==> src/rtl/csr_access_ctrl.sv <==
// csr_access_ctrl
// Writeback-side initiator for the CSR register file. Takes one retiring
// CSR-class operation at a time (read, masked write, ERTN, exception, or a
// pending interrupt). It sequences the register file read/write ports and
// the exception/ERTN commit strobes. It returns the old CSR value to
// writeback and issues a one-cycle fetch redirect for ERTN and exceptions.
//
// state   | meaning
// --------+------------------------------------------------------------
// IDLE    | in_ready high, waiting for an operation
// READ    | csr_rnum presented, old value captured at end of cycle
// WRITE   | single-cycle csr_we pulse with the captured num/data/mask
// RESP    | out_valid held with old value until out_ready
// ERTN    | ertn_flush + flush_valid pulse, redirect to ex_ra
// EXC     | wb_ex + flush_valid pulse, redirect to ex_entry

module csr_access_ctrl (
    input  logic        clk,
    input  logic        resetn,

    input  logic        in_valid,
    output logic        in_ready,
    input  logic [1:0]  in_op,
    input  logic [13:0] in_csr_num,
    input  logic [31:0] in_wdata,
    input  logic [31:0] in_wmask,
    input  logic [4:0]  in_dest,
    input  logic [31:0] in_pc,

    output logic        out_valid,
    input  logic        out_ready,
    output logic [4:0]  out_dest,
    output logic [31:0] out_rdata,

    output logic        flush_valid,
    output logic [31:0] flush_pc,

    output logic [13:0] csr_rnum,
    input  logic [31:0] csr_rvalue,
    output logic        csr_we,
    output logic [13:0] csr_wnum,
    output logic [31:0] csr_wvalue,
    output logic [31:0] csr_wmask,

    output logic        wb_ex,
    output logic [5:0]  wb_ecode,
    output logic [8:0]  wb_esubcode,
    output logic [31:0] wb_pc,
    output logic [31:0] wb_vaddr,
    output logic        ertn_flush,

    input  logic [31:0] ex_entry,
    input  logic [31:0] ex_ra,
    input  logic        has_int
);

    localparam logic [1:0] OP_RD   = 2'd0;
    localparam logic [1:0] OP_WR   = 2'd1;
    localparam logic [1:0] OP_ERTN = 2'd2;

    typedef enum logic [2:0] {
        S_IDLE  = 3'd0,
        S_READ  = 3'd1,
        S_WRITE = 3'd2,
        S_RESP  = 3'd3,
        S_ERTN  = 3'd4,
        S_EXC   = 3'd5
    } state_t;

    state_t      r_state;
    logic        r_idle;
    logic        r_is_wr;
    logic [13:0] r_csr_num;
    logic [31:0] r_wdata;
    logic [31:0] r_wmask;
    logic [4:0]  r_dest;
    logic [31:0] r_rdata;
    logic        r_out_valid;
    logic        r_csr_we;
    logic        r_wb_ex;
    logic        r_ertn_flush;
    logic        r_flush_valid;
    logic [5:0]  r_ecode;
    logic [8:0]  r_esubcode;
    logic [31:0] r_wb_pc;
    logic [31:0] r_wb_vaddr;
    logic [31:0] w_flush_pc;

    // Sequencer: every strobe is registered alongside the state it belongs to,
    // so a strobe is high exactly while the FSM sits in its state.
    always_ff @(posedge clk or negedge resetn) begin
        if (!resetn) begin
            r_state       <= S_IDLE;
            r_idle        <= 1'b1;
            r_is_wr       <= 1'b0;
            r_csr_num     <= 14'h0;
            r_wdata       <= 32'h0;
            r_wmask       <= 32'h0;
            r_dest        <= 5'h0;
            r_rdata       <= 32'h0;
            r_out_valid   <= 1'b0;
            r_csr_we      <= 1'b0;
            r_wb_ex       <= 1'b0;
            r_ertn_flush  <= 1'b0;
            r_flush_valid <= 1'b0;
            r_ecode       <= 6'h0;
            r_esubcode    <= 9'h0;
            r_wb_pc       <= 32'h0;
            r_wb_vaddr    <= 32'h0;
        end else begin
            r_csr_we      <= 1'b0;
            r_wb_ex       <= 1'b0;
            r_ertn_flush  <= 1'b0;
            r_flush_valid <= 1'b0;
            case (r_state)
                S_IDLE: begin
                    if (in_valid) begin
                        r_idle <= 1'b0;
                        r_dest <= in_dest;
                        if (has_int) begin
                            // A pending interrupt takes the slot; the offered op is dropped.
                            r_state       <= S_EXC;
                            r_wb_ex       <= 1'b1;
                            r_flush_valid <= 1'b1;
                            r_ecode       <= 6'h00;
                            r_esubcode    <= 9'h000;
                            r_wb_pc       <= in_pc;
                            r_wb_vaddr    <= 32'h0;
                        end else begin
                            case (in_op)
                                OP_RD, OP_WR: begin
                                    r_state   <= S_READ;
                                    r_is_wr   <= (in_op == OP_WR);
                                    r_csr_num <= in_csr_num;
                                    r_wdata   <= in_wdata;
                                    r_wmask   <= in_wmask;
                                end
                                OP_ERTN: begin
                                    r_state       <= S_ERTN;
                                    r_ertn_flush  <= 1'b1;
                                    r_flush_valid <= 1'b1;
                                end
                                default: begin
                                    r_state       <= S_EXC;
                                    r_wb_ex       <= 1'b1;
                                    r_flush_valid <= 1'b1;
                                    r_ecode       <= in_wmask[5:0];
                                    r_esubcode    <= in_wmask[14:6];
                                    r_wb_pc       <= in_pc;
                                    r_wb_vaddr    <= in_wdata;
                                end
                            endcase
                        end
                    end
                end
                S_READ: begin
                    // Old value is latched before any write so writeback sees pre-write data.
                    r_rdata <= csr_rvalue;
                    if (r_is_wr) begin
                        r_state  <= S_WRITE;
                        r_csr_we <= 1'b1;
                    end else begin
                        r_state     <= S_RESP;
                        r_out_valid <= 1'b1;
                    end
                end
                S_WRITE: begin
                    r_state     <= S_RESP;
                    r_out_valid <= 1'b1;
                end
                S_RESP: begin
                    if (out_ready) begin
                        r_state     <= S_IDLE;
                        r_out_valid <= 1'b0;
                        r_idle      <= 1'b1;
                    end
                end
                S_ERTN, S_EXC: begin
                    r_state <= S_IDLE;
                    r_idle  <= 1'b1;
                end
                default: begin
                    r_state     <= S_IDLE;
                    r_idle      <= 1'b1;
                    r_out_valid <= 1'b0;
                end
            endcase
        end
    end

    // Redirect target follows the live return/entry address during the pulse only.
    always_comb begin
        w_flush_pc = 32'h0;
        if (r_ertn_flush)
            w_flush_pc = ex_ra;
        else if (r_wb_ex)
            w_flush_pc = ex_entry;
    end

    // in_ready stays low while resetn is asserted even though r_idle resets high.
    assign in_ready    = r_idle & resetn;
    assign out_valid   = r_out_valid;
    assign out_dest    = r_dest;
    assign out_rdata   = r_rdata;
    assign flush_valid = r_flush_valid;
    assign flush_pc    = w_flush_pc;
    assign csr_rnum    = r_csr_num;
    assign csr_we      = r_csr_we;
    assign csr_wnum    = r_csr_num;
    assign csr_wvalue  = r_wdata;
    assign csr_wmask   = r_wmask;
    assign wb_ex       = r_wb_ex;
    assign wb_ecode    = r_ecode;
    assign wb_esubcode = r_esubcode;
    assign wb_pc       = r_wb_pc;
    assign wb_vaddr    = r_wb_vaddr;
    assign ertn_flush  = r_ertn_flush;

endmodule

==> config.mk <==
export PLATFORM = sky130hd
export DESIGN_NAME = csr_access_ctrl
export DESIGN_NICKNAME = d
export VERILOG_FILES = /design/src/rtl/csr_access_ctrl.sv
export SDC_FILE = /design/constraint.sdc
export NUM_CORES = 1
export LEC_CHECK = 0
export BUFFER_PORTS_ARGS = -buffer_cell sky130_fd_sc_hd__buf_2
export CORE_AREA = 2 2 181 183
export DETAILED_ROUTE_END_ITERATION = 10
export DIE_AREA = 0 0 183 185
export PLACE_DENSITY = 0.61
export SETUP_SLACK_MARGIN = 0.5
export SKIP_CTS_REPAIR_TIMING = 1
export SYNTH_ARGS = -nofsm -noshare
export SYNTH_HDL_FRONTEND = slang
export SYNTH_SLANG_ARGS = --single-unit
export TNS_END_PERCENT = 1
==> constraint.sdc <==
create_clock -name clk -period 2.1 [get_ports clk]
set_clock_uncertainty 0.15 [all_clocks]
set_input_delay 0.105 -clock clk [delete_from_list [all_inputs] [get_ports clk]]
set_output_delay 0.105 -clock clk [all_outputs]
set_load 0.05 [all_outputs]
**Word level (Yosys, flattened, before mapping)**

Index checks and enable logic that the tools add are counted.

- Memories kept: 0
- Bits in writable memories: 0
- Memory bits (read-only): 0
- Bits in registers: 204
- Latch bits: 0
- Output and inout bits: 246

- Div/mod/pow operators: 0
- Reductions and logical operators: 12
- Equal/unequal tests: 11
- Bitwise operators: 4
- Magnitude comparators: 0
- Mux-type cells: 36
- Shift operators: 0
- $mul: 0
- Add/subtract/negate cells: 0

Operator list:

| kind | count |
|---|---|
| $mux W32 | 6 |
| $mux W1 | 19 |
| $mux W9 | 2 |
| $mux W6 | 2 |
| $pmux W3 S4 | 1 |
| $mux W3 | 3 |
| $reduce_and A3 Y1 | 3 |
| $eq A3 B2 Y1 const B | 2 |
| $eq A3 B3 Y1 const B | 2 |
| $ne A2 B2 Y1 const B | 3 |
| $pmux W3 S2 | 1 |
| $reduce_or A3 Y1 | 2 |
| $pmux W1 S4 | 1 |
| $reduce_and A2 Y1 | 2 |
| $reduce_and A4 Y1 | 1 |
| $reduce_or A2 Y1 | 2 |
| $eq A3 B1 Y1 const B | 1 |
| $logic_not A3 Y1 | 1 |
| $not A1 Y1 | 3 |
| $pmux W1 S3 | 1 |
| $eq A2 B1 Y1 const B | 1 |
| $eq A2 B2 Y1 const B | 1 |
| $logic_not A2 Y1 | 1 |
| $ne A2 B1 Y1 const B | 1 |
| $and A1 B1 Y1 | 1 |

**Longest topological paths before layout**

Gate-level depths: netlist (run 1).

- Depth after elaboration: 6
- Gate-level depth with buffers: 6

**Worst setup path before layout (run 1)**

OpenSTA, ideal clock, no wires.

- Kind: register -> output
- Start: register r_ertn_flush (netlist: ertn_flush)
- End: output flush_pc[30]
- Path buffers: 2
- Slack: -250 ps
- Arrival: 2,095 ps
- Cell stages (with the launch flop): 4
- Data required time: 1,845 ps
- Path through: dfrtp_1 -> clkbuf_1 -> clkbuf_1 -> o21ai_0

- Word-level cells in the longest chain between the ends: 1

RTL lines:

| item | RTL line | source |
|---|---|---|
| from (decl) | 81 | `logic r_ertn_flush;` |
| from (signal assigned) | 104 | `r_ertn_flush <= 1'b0;` |
| from (signal assigned) | 113 | `r_ertn_flush <= 1'b0;` |
| from (signal assigned) | 140 | `r_ertn_flush <= 1'b1;` |
| $mux W32 | 194 | `if (r_ertn_flush)` |
| to (decl) | 36 | `output logic [31:0] flush_pc,` |

Every way passes these cells.

**Worst setup path after layout (run 1)**

- Start: register r_state[1]
- End: register r_wb_pc[4] (netlist: wb_pc[4])

- Word-level cells in the longest chain between the ends: 2

RTL lines:

| item | RTL line | source |
|---|---|---|
| from (decl) | 70 | `state_t r_state;` |
| from (signal assigned) | 93 | `r_state <= S_IDLE;` |
| from (signal assigned) | 122 | `r_state <= S_EXC;` |
| from (signal assigned) | 132 | `r_state <= S_READ;` |
| $logic_not A3 Y1 | 115 | `case (r_state)` |
| $reduce_and A3 Y1 (no source line) | -- |  |
| to (signal assigned) | 127 | `r_wb_pc <= in_pc;` |
| to (signal assigned) | 149 | `r_wb_pc <= in_pc;` |
| to (decl) | 85 | `logic [31:0] r_wb_pc;` |

Every way passes these cells.
A chain may end at the register's enable or synchronous reset.

==> results.toml, run 1 <==
[synthesis]
synth_enable_flop_cells = 0
synth-async-reset-ratio_pct = 100
synthFlopType = "dfrtp_1"
yosysWarnings = 0
synth.distinct_cells = 33
synth_top_area_share_pct = 59.2
netlist_area_mm2 = 0.00858
synth.area.top_cells = "dfrtp_1 59%, mux2_2 15%, mux2_4 5.1%, o41ai_1 4.7%, a22o_1 3.2%"
syn_area_per_cell_um2 = 13.6
yosysSeqAreaShare_pct = 59.5
syn_nets = 848
syn_inst = 630
ys_ff_latch = 204
yosys.area.top_type = "dfrtp_1"

[hold_path]
whs_path_depth = 3
min_to = "r_state[0]"
worst_hold_path_type = "input port to flop"
worstHoldStart = "in_valid"

[timing]
timing.hold.ws_ns = -0.256
hold_viol_final = 4
fmax_mhz = 510
rsz0062_at_grt = "yes"
relSlewSlack_pct = 41.3
tns_ns = 0
slew_viol_final = 0
tightest_slew_ns = 0.877
fin_crit_sh_pct = 93.4
finalSetupViolCount = 0
finalCriticalPeriod_ns = 1.96

[detailed_routing]
drc = 0
via_count = 7371
wl_per_cell_um = 16.9
dr.pass1.iters = 4
wl_mm = 28.1
postRouteAntennaNets = 0
drt-vias-per-instance = 4.42
drt_iter0_markers = 249

[floorplan]
die_w_um = 183
core_area_mm2 = 0.0320
die-area_mm2 = 0.0339
initial_utilization_pct = 26.8
die_h_um = 185
std_cell_rows = 66
ios = 464

[power_and_ir_drop]
p_leak_nw = 7.20
power.total_mw = 23.4
power-per-cell-area_mw_per_mm2 = 1680
ir_worst_vdd_uv = 961

[global_route]
grt_usage_pct = 14.3
grt.overflow.total = 0
grt_start_max_net_pins = 95
grt_pass1_vias = 6732
antenna_found_initial = 0
grt_pass1_wl_mm = 37.8

[clocking]
htree_levels = 1
clockBufferDepth = 3
cts_tree = "built"
clkSlewWorstSetupHoldPaths_ns = 0.06
clock-sinks = 204
clock_latency_ns = 0.50
cts-root-buf = "clkbuf_16"
cts_buffers = 24

[final_layout]
layout_commonest_cell = "buf_2"
postLayoutCoreUtil_pct = 43.4
most-common-layout-cells = "446 x buf_2, 203 x dfrtp_1, 154 x dlygate4sd3_1"
fin_area_mm2 = 0.0139
n_fill_cell = 2970
multiInputGateArea_mm2 = 0.00300
layout-drive-gt1-share_pct = 54.7
seq_area_mm2 = 0.00511
nets = 1457
final_cells = 1666
area_growth_pct = 62.0

[critical_path]
rrSetupSlack_ns = 0.14
cp-end-kind = "flop"
path_class = "flop to flop"
r2r-end = "wb_pc[4]"
worstPathArrival_ns = 2.21
cp-start-kind = "flop"
required_ns = 2.35
rr_worst_depth = 5
critPathMaxFanout = 5
timing.rr.start = "r_state[1]"

[outcome]
violations = "hold timing"
outcome = "finished with violations"

[placement]
gp_congestion = 0.735
postPlaceCellArea_mm2 = 0.0113
dp_hpwl_mm = 19.2
port_buffers = 463
placed_cells = 1460

[job]
max_cap_viol_count = 0
[sequential cells by signal, indices dropped and copies added, names as in the netlist]
signal       flops
r_state          3
wb_pc           32
wb_vaddr        32
r_is_wr          1
csr_rnum        14
out_rdata       32
wb_esubcode      9
csr_wvalue      32
r_idle           1
out_dest         5
csr_we           1
wb_ecode         6
wb_ex            1
out_valid        1
csr_wmask       32
ertn_flush       1
flush_valid      1
[worst max path at each step]
stage | from | end | slack [ns] | cells after the start
floorplan | r_state[2] | wb_pc[10] | 0.03 | 6
global placement | r_state[2] | wb_pc[31] | 0.13 | 4
detailed placement | r_state[2] | wb_pc[31] | 0.12 | 4
CTS | wb_ex | flush_pc[10] | -0.06 | 4
global route | ertn_flush | flush_pc[20] | 0.1 | 4
finish | r_state[1] | wb_pc[4] | 0.14 | 5
[synth_stat cells (3+ instances only)]
| cell type | count |
|---|---|
| mux2_2 | 115 |
| a21oi_1 | 3 |
| nand2_1 | 18 |
| mux2_4 | 29 |
| buf_4 | 14 |
| buf_12 | 3 |
| o41ai_1 | 46 |
| o21ai_0 | 48 |
| nor2_1 | 6 |
| inv_1 | 49 |
| dfrtp_1 | 203 |
| clkbuf_1 | 33 |
| a22o_1 | 31 |
| buf_2 | 11 |
[stage by stage]
| stage | hold slack (ns) | setup slack [ns] |
|---|---|---|
| floorplan | -0.341 | 0.0325 |
| global placement | -0.156 | 0.128 |
| detailed placement | -0.158 | 0.120 |
| CTS | -0.716 | -0.0613 |
| global route | -0.241 | 0.0990 |
| finish | -0.256 | 0.139 |
[report_power, final]
| part | switching [mW] | leakage (nW) | total (mW) | internal (mW) |
|---|---|---|---|---|
| Combinational | 9.09 | 4.25 | 12.6 | 3.46 |
| Clock | 1.64 | 0.388 | 4.16 | 2.52 |
| Sequential | 0.929 | 2.57 | 6.65 | 5.72 |
| Total | 11.7 | 7.20 | 23.4 | 11.7 |
[routing by layer]
| metal | share of wire, % | track usage (%) | up-vias | routed length (µm) |
|---|---|---|---|---|
| li1 | - | - | 3463 | - |
| met1 | 38 | 15.5 | 3549 | 10600 |
| met2 | 52 | 26.6 | 311 | 14700 |
| met3 | 7.5 | 4.48 | 48 | 2100 |
| met4 | 2.4 | 4.29 | 0 | 683 |
| met5 | 0 | 0 | - | 0 |
[cell families (layout without fill, tap and decap cells)]
family                 Yosys count  after routing  share of synthesized area [%]
AOI/OAI and AO/OA              133            133                           11.4
buffers and inverters          112            739                           6.42
DFF                            204            204                           59.5
muxes                          144            144                           20.2
other                            0              1                              0
and+or+nand+nor                 37             37                           2.52
[critical path, stage by stage (launching register included)]
cell and delay, ns:
dfrtp_1 0.38, or4b_4 0.60, nor2_8 0.15, buf_12 0.14, clkbuf_16 0.15, mux2_4 0.29
[area by class of cell]
class / instances / share of cell area [%]
well taps: 408 / 3.67
multi-input cells: 314 / 21.6
diodes: 1 / 0.0180
clock inverters: 4 / 0.351
clock buffers: 40 / 5.34
inverters: 49 / 1.32
repair buffers: 646 / 31.0
flip-flops and latches: 204 / 36.7
Power figures use the tool's default switching activity.
==> run 2: changes to the inputs <==
SETUP_SLACK_MARGIN = 0.05   (was 0.5)
==> results.toml, run 2 (same netlist as run 1, synthesis figures left out) <==
[outcome]
outcome = "finished, final reports clean"

[final_layout]
n_fill_cell = 2960
fin_area_mm2 = 0.0138
final_cells = 1662
layout_commonest_cell = "buf_2"
layout-drive-gt1-share_pct = 53.8
area_growth_pct = 60.5
most-common-layout-cells = "457 x buf_2, 203 x dfrtp_1, 159 x dlygate4sd3_1"
postLayoutCoreUtil_pct = 43.0
nets = 1454

[timing]
rsz0062_at_grt = "yes"
tightest_slew_ns = 0.728
tns_ns = 0
slew_viol_final = 0
finalCriticalPeriod_ns = 2.00
relSlewSlack_pct = 51.4
finalSetupViolCount = 0
hold_viol_final = 0
timing.hold.ws_ns = 0.110
fin_ws_ns = 0.0986
fin_crit_sh_pct = 95.3
fmax_mhz = 500

[detailed_routing]
dr.pass1.iters = 4
wl_per_cell_um = 17.4
postRouteAntennaNets = 0
drt-vias-per-instance = 4.54
via_count = 7545
wl_mm = 28.9
drc = 0
drt_iter0_markers = 304

[power_and_ir_drop]
power.total_mw = 23.4
power-per-cell-area_mw_per_mm2 = 1700
p_leak_nw = 7.13
ir_worst_vdd_uv = 1000

[critical_path]
cp-end-kind = "primary output"
required_ns = 1.85
rrSetupSlack_ns = 0.11
worstPathArrival_ns = 1.75
critPathMaxFanout = 31
cp-start-kind = "flop"
path_class = "flop to primary output"

[placement]
dp_hpwl_mm = 20.0
pre_cts_ws_ns = 0.0709
gp_congestion = 0.737
port_buffers = 463
placed_cells = 1459
postPlaceCellArea_mm2 = 0.0114

[floorplan]
initial_utilization_pct = 26.8
std_cell_rows = 66
core_area_mm2 = 0.0320
die_w_um = 183
die-area_mm2 = 0.0339
ios = 464
die_h_um = 185

[clocking]
clockBufferDepth = 3
clkSlewWorstSetupHoldPaths_ns = 0.06
clock_latency_ns = 0.52
cts_tree = "built"
cts_buffers = 24
cts-root-buf = "clkbuf_16"
clock-sinks = 204
htree_levels = 1

[global_route]
grt_pass1_wl_mm = 39.3
antenna_found_initial = 1
grt_usage_pct = 15.0
grt_start_max_net_pins = 121
grt.overflow.total = 0
grt_pass1_vias = 6968

[hold_path]
worst_hold_path_type = "input port to asynchronous set/reset pin"

[job]
max_cap_viol_count = 0
run 2: cell type report:
| type | count | area, µm² | share of cell area, % |
|---|---|---|---|
| Tap cell | 408 | 510 | 3.71 |
| Timing Repair Buffer | 643 | 4220 | 30.6 |
| Sequential cell | 204 | 5110 | 37.1 |
| Multi-Input combinational cell | 314 | 2950 | 21.4 |
| Clock buffer | 36 | 707 | 5.13 |
| Antenna cell | 1 | 2.50 | 0.0182 |
| Inverter | 49 | 184 | 1.34 |
| Clock inverter | 7 | 95.1 | 0.691 |
run 2: metal layers:
layer | track usage [%] | part of all wire [%] | vias up
met4 | 4.38 | 2.6 | 0
met1 | 15.4 | 35 | 3705
met3 | 4.62 | 8.0 | 48
met2 | 29.0 | 55 | 330
met5 | 0 | 0 | -
li1 | - | - | 3462
run 2: where the power goes:
group	switching [mW]	total, mW	internal, mW
combinational	9.14	12.5	3.41
sequential	0.927	6.64	5.72
clock	1.66	4.23	2.57
run 2: path summary, 6_finish.rpt:
check,cells past startpoint,endpoint,start
hold reg to reg,2,out_dest[2],out_dest[2]
hold / removal,3,wb_vaddr[30],resetn
max in group asynchronous,3,wb_pc[10],resetn
setup reg to reg,4,wb_pc[0],r_state[2]
min in group clk,3,csr_wmask[25],in_wmask[25]
setup / recovery,4,flush_pc[4],ertn_flush
run 2: worst max-delay path, cell delays in order (launching register included):
cell and delay (ns):
dfrtp_1 0.40, nor2b_2 0.13, buf_6 0.24, a22o_1 0.19, buf_2 0.27
==> run 3: changes to the inputs <==
RECOVER_POWER = 100   (was default)
==> results.toml, run 3 (same netlist as run 1, synthesis figures left out) <==
[final_layout]
nets = 1454
layout_commonest_cell = "buf_2"
area_growth_pct = 56.6
most-common-layout-cells = "244 x buf_2, 220 x clkbuf_1, 203 x dfrtp_1"
layout-drive-gt1-share_pct = 36.2

[timing]
slew_viol_final = 0
rsz0062_at_grt = "yes"
tns_ns = 0
tightest_slew_ns = 1.18
fin_ws_ns = 0.0910
fin_crit_sh_pct = 95.7
finalSetupViolCount = 0
relSlewSlack_pct = 21.6
fmax_mhz = 498
finalCriticalPeriod_ns = 2.01
hold_viol_final = 0
timing.hold.ws_ns = 0.191

[floorplan]
ios = 464
std_cell_rows = 66
die_h_um = 185
core_area_mm2 = 0.0320
die-area_mm2 = 0.0339
initial_utilization_pct = 26.8
die_w_um = 183

[global_route]
grt.overflow.total = 0
grt_start_max_net_pins = 121
antenna_found_initial = 1
grt_pass1_vias = 6968
grt_pass1_wl_mm = 39.3
grt_usage_pct = 15.0

[detailed_routing]
drt-vias-per-instance = 4.53
via_count = 7534
wl_mm = 28.7
dr.pass1.iters = 6
wl_per_cell_um = 17.3
drc = 0
drt_iter0_markers = 296
postRouteAntennaNets = 0

[clocking]
clkSlewWorstSetupHoldPaths_ns = 0.06
cts_buffers = 24
htree_levels = 1
clock-sinks = 204
clock_latency_ns = 0.52
clockBufferDepth = 3
cts_tree = "built"
cts-root-buf = "clkbuf_16"

[power_and_ir_drop]
ir_worst_vdd_uv = 970
power-per-cell-area_mw_per_mm2 = 1700
combPwrFrac_pct = 52.2
share_seq_of_total_power_pct = 29.3
p_switching_mw = 11.7
p_leak_nw = 6.38
cell_internal_pwr_mw = 11.1
clock_power_share_pct = 18.5
sw_frac_of_total_pct = 51.4

[critical_path]
worstPathArrival_ns = 2.26
cp-end-kind = "flop"
timing.rr.start = "r_state[2]"
rrSetupSlack_ns = 0.09
slowest_stage = "mux2_2"
crit_family = "simple AND/OR/NAND/NOR gates"
cp_cell_sequence = "buf_4, nor4b_4, nand2_4, buf_8, mux2_2"
r2r-end = "csr_wmask[2]"
path_class = "flop to flop"
critPathMaxFanout = 79
cp-start-kind = "flop"
worst-path-buf-inv = 2
required_ns = 2.35
rr_worst_depth = 5
cpPeakStageDelay_ns = 0.41

[hold_path]
whs_path_depth = 3
min_to = "csr_wmask[25]"
worst_hold_path_type = "input port to flop"
worstHoldStart = "in_wmask[25]"

[placement]
pre_cts_ws_ns = 0.0709
port_buffers = 463
dp_hpwl_mm = 20.0
gp_congestion = 0.737

[job]
max_cap_viol_count = 0

[outcome]
outcome = "finished, final reports clean"
==> run 3: layer usage <==
layer  vias to the layer above  wire, µm  GRT usage (%)  share of wire, %
met2                       320     15700           29.0                55
li1                       3461         -              -                 -
met5                         -         0              0                 0
met3                        50      2230           4.62               7.8
met1                      3703     10000           15.4                35
met4                         0       775           4.38               2.7
==> run 3: stage by stage <==
| step | util (%) | power, mW | cell area, µm² | std cells |
|---|---|---|---|---|
| floorplan | - | 15.9 | 8580 | 630 |
| global placement | 35.5 | 18.8 | 11400 | 1459 |
| detailed placement | 35.5 | 19.0 | 11400 | 1459 |
| CTS | 38.0 | 23.4 | 12200 | 1502 |
| global route | 41.9 | 23.9 | 13400 | 1662 |
| finish | 41.9 | 22.8 | 13400 | 1662 |
==> run 3: power groups by stage <==
stage / Combinational (mW) / Sequential, mW / Clock (mW)
finish: 11.9 / 6.69 / 4.23
global placement: 12.2 / 6.60 / 0
detailed placement: 12.4 / 6.65 / 0
floorplan: 3.18 / 12.8 / 0
global route: 12.4 / 6.91 / 4.54
CTS: 12.4 / 6.64 / 4.36
==> run 3: cell type report <==
cell class	instances	area (µm²)
Clock inverter	7	95.1
Fill cell	3069	18600
Multi-Input combinational cell	314	2910
Clock buffer	36	707
Sequential cell	204	5110
Inverter	49	184
Tap cell	408	510
Antenna cell	1	2.50
Timing Repair Buffer	643	3920
==> run 3: tightest hold or removal path: stages <==
cell	delay, ns
dlygate4sd3_1	0.51
buf_2	0.09
mux2_2	0.12
==> run 3: worst max-delay path by stage <==
stage,depth (start not counted),endpoint,startpoint,slack (ns)
floorplan,6,wb_pc[10],r_state[2],0.009
CTS,4,flush_pc[4],ertn_flush,0.01
detailed placement,4,wb_pc[0],r_state[2],0.07
global route,4,flush_pc[4],ertn_flush,0.005
global placement,4,wb_pc[0],r_state[2],0.1
finish,5,csr_wmask[2],r_state[2],0.09
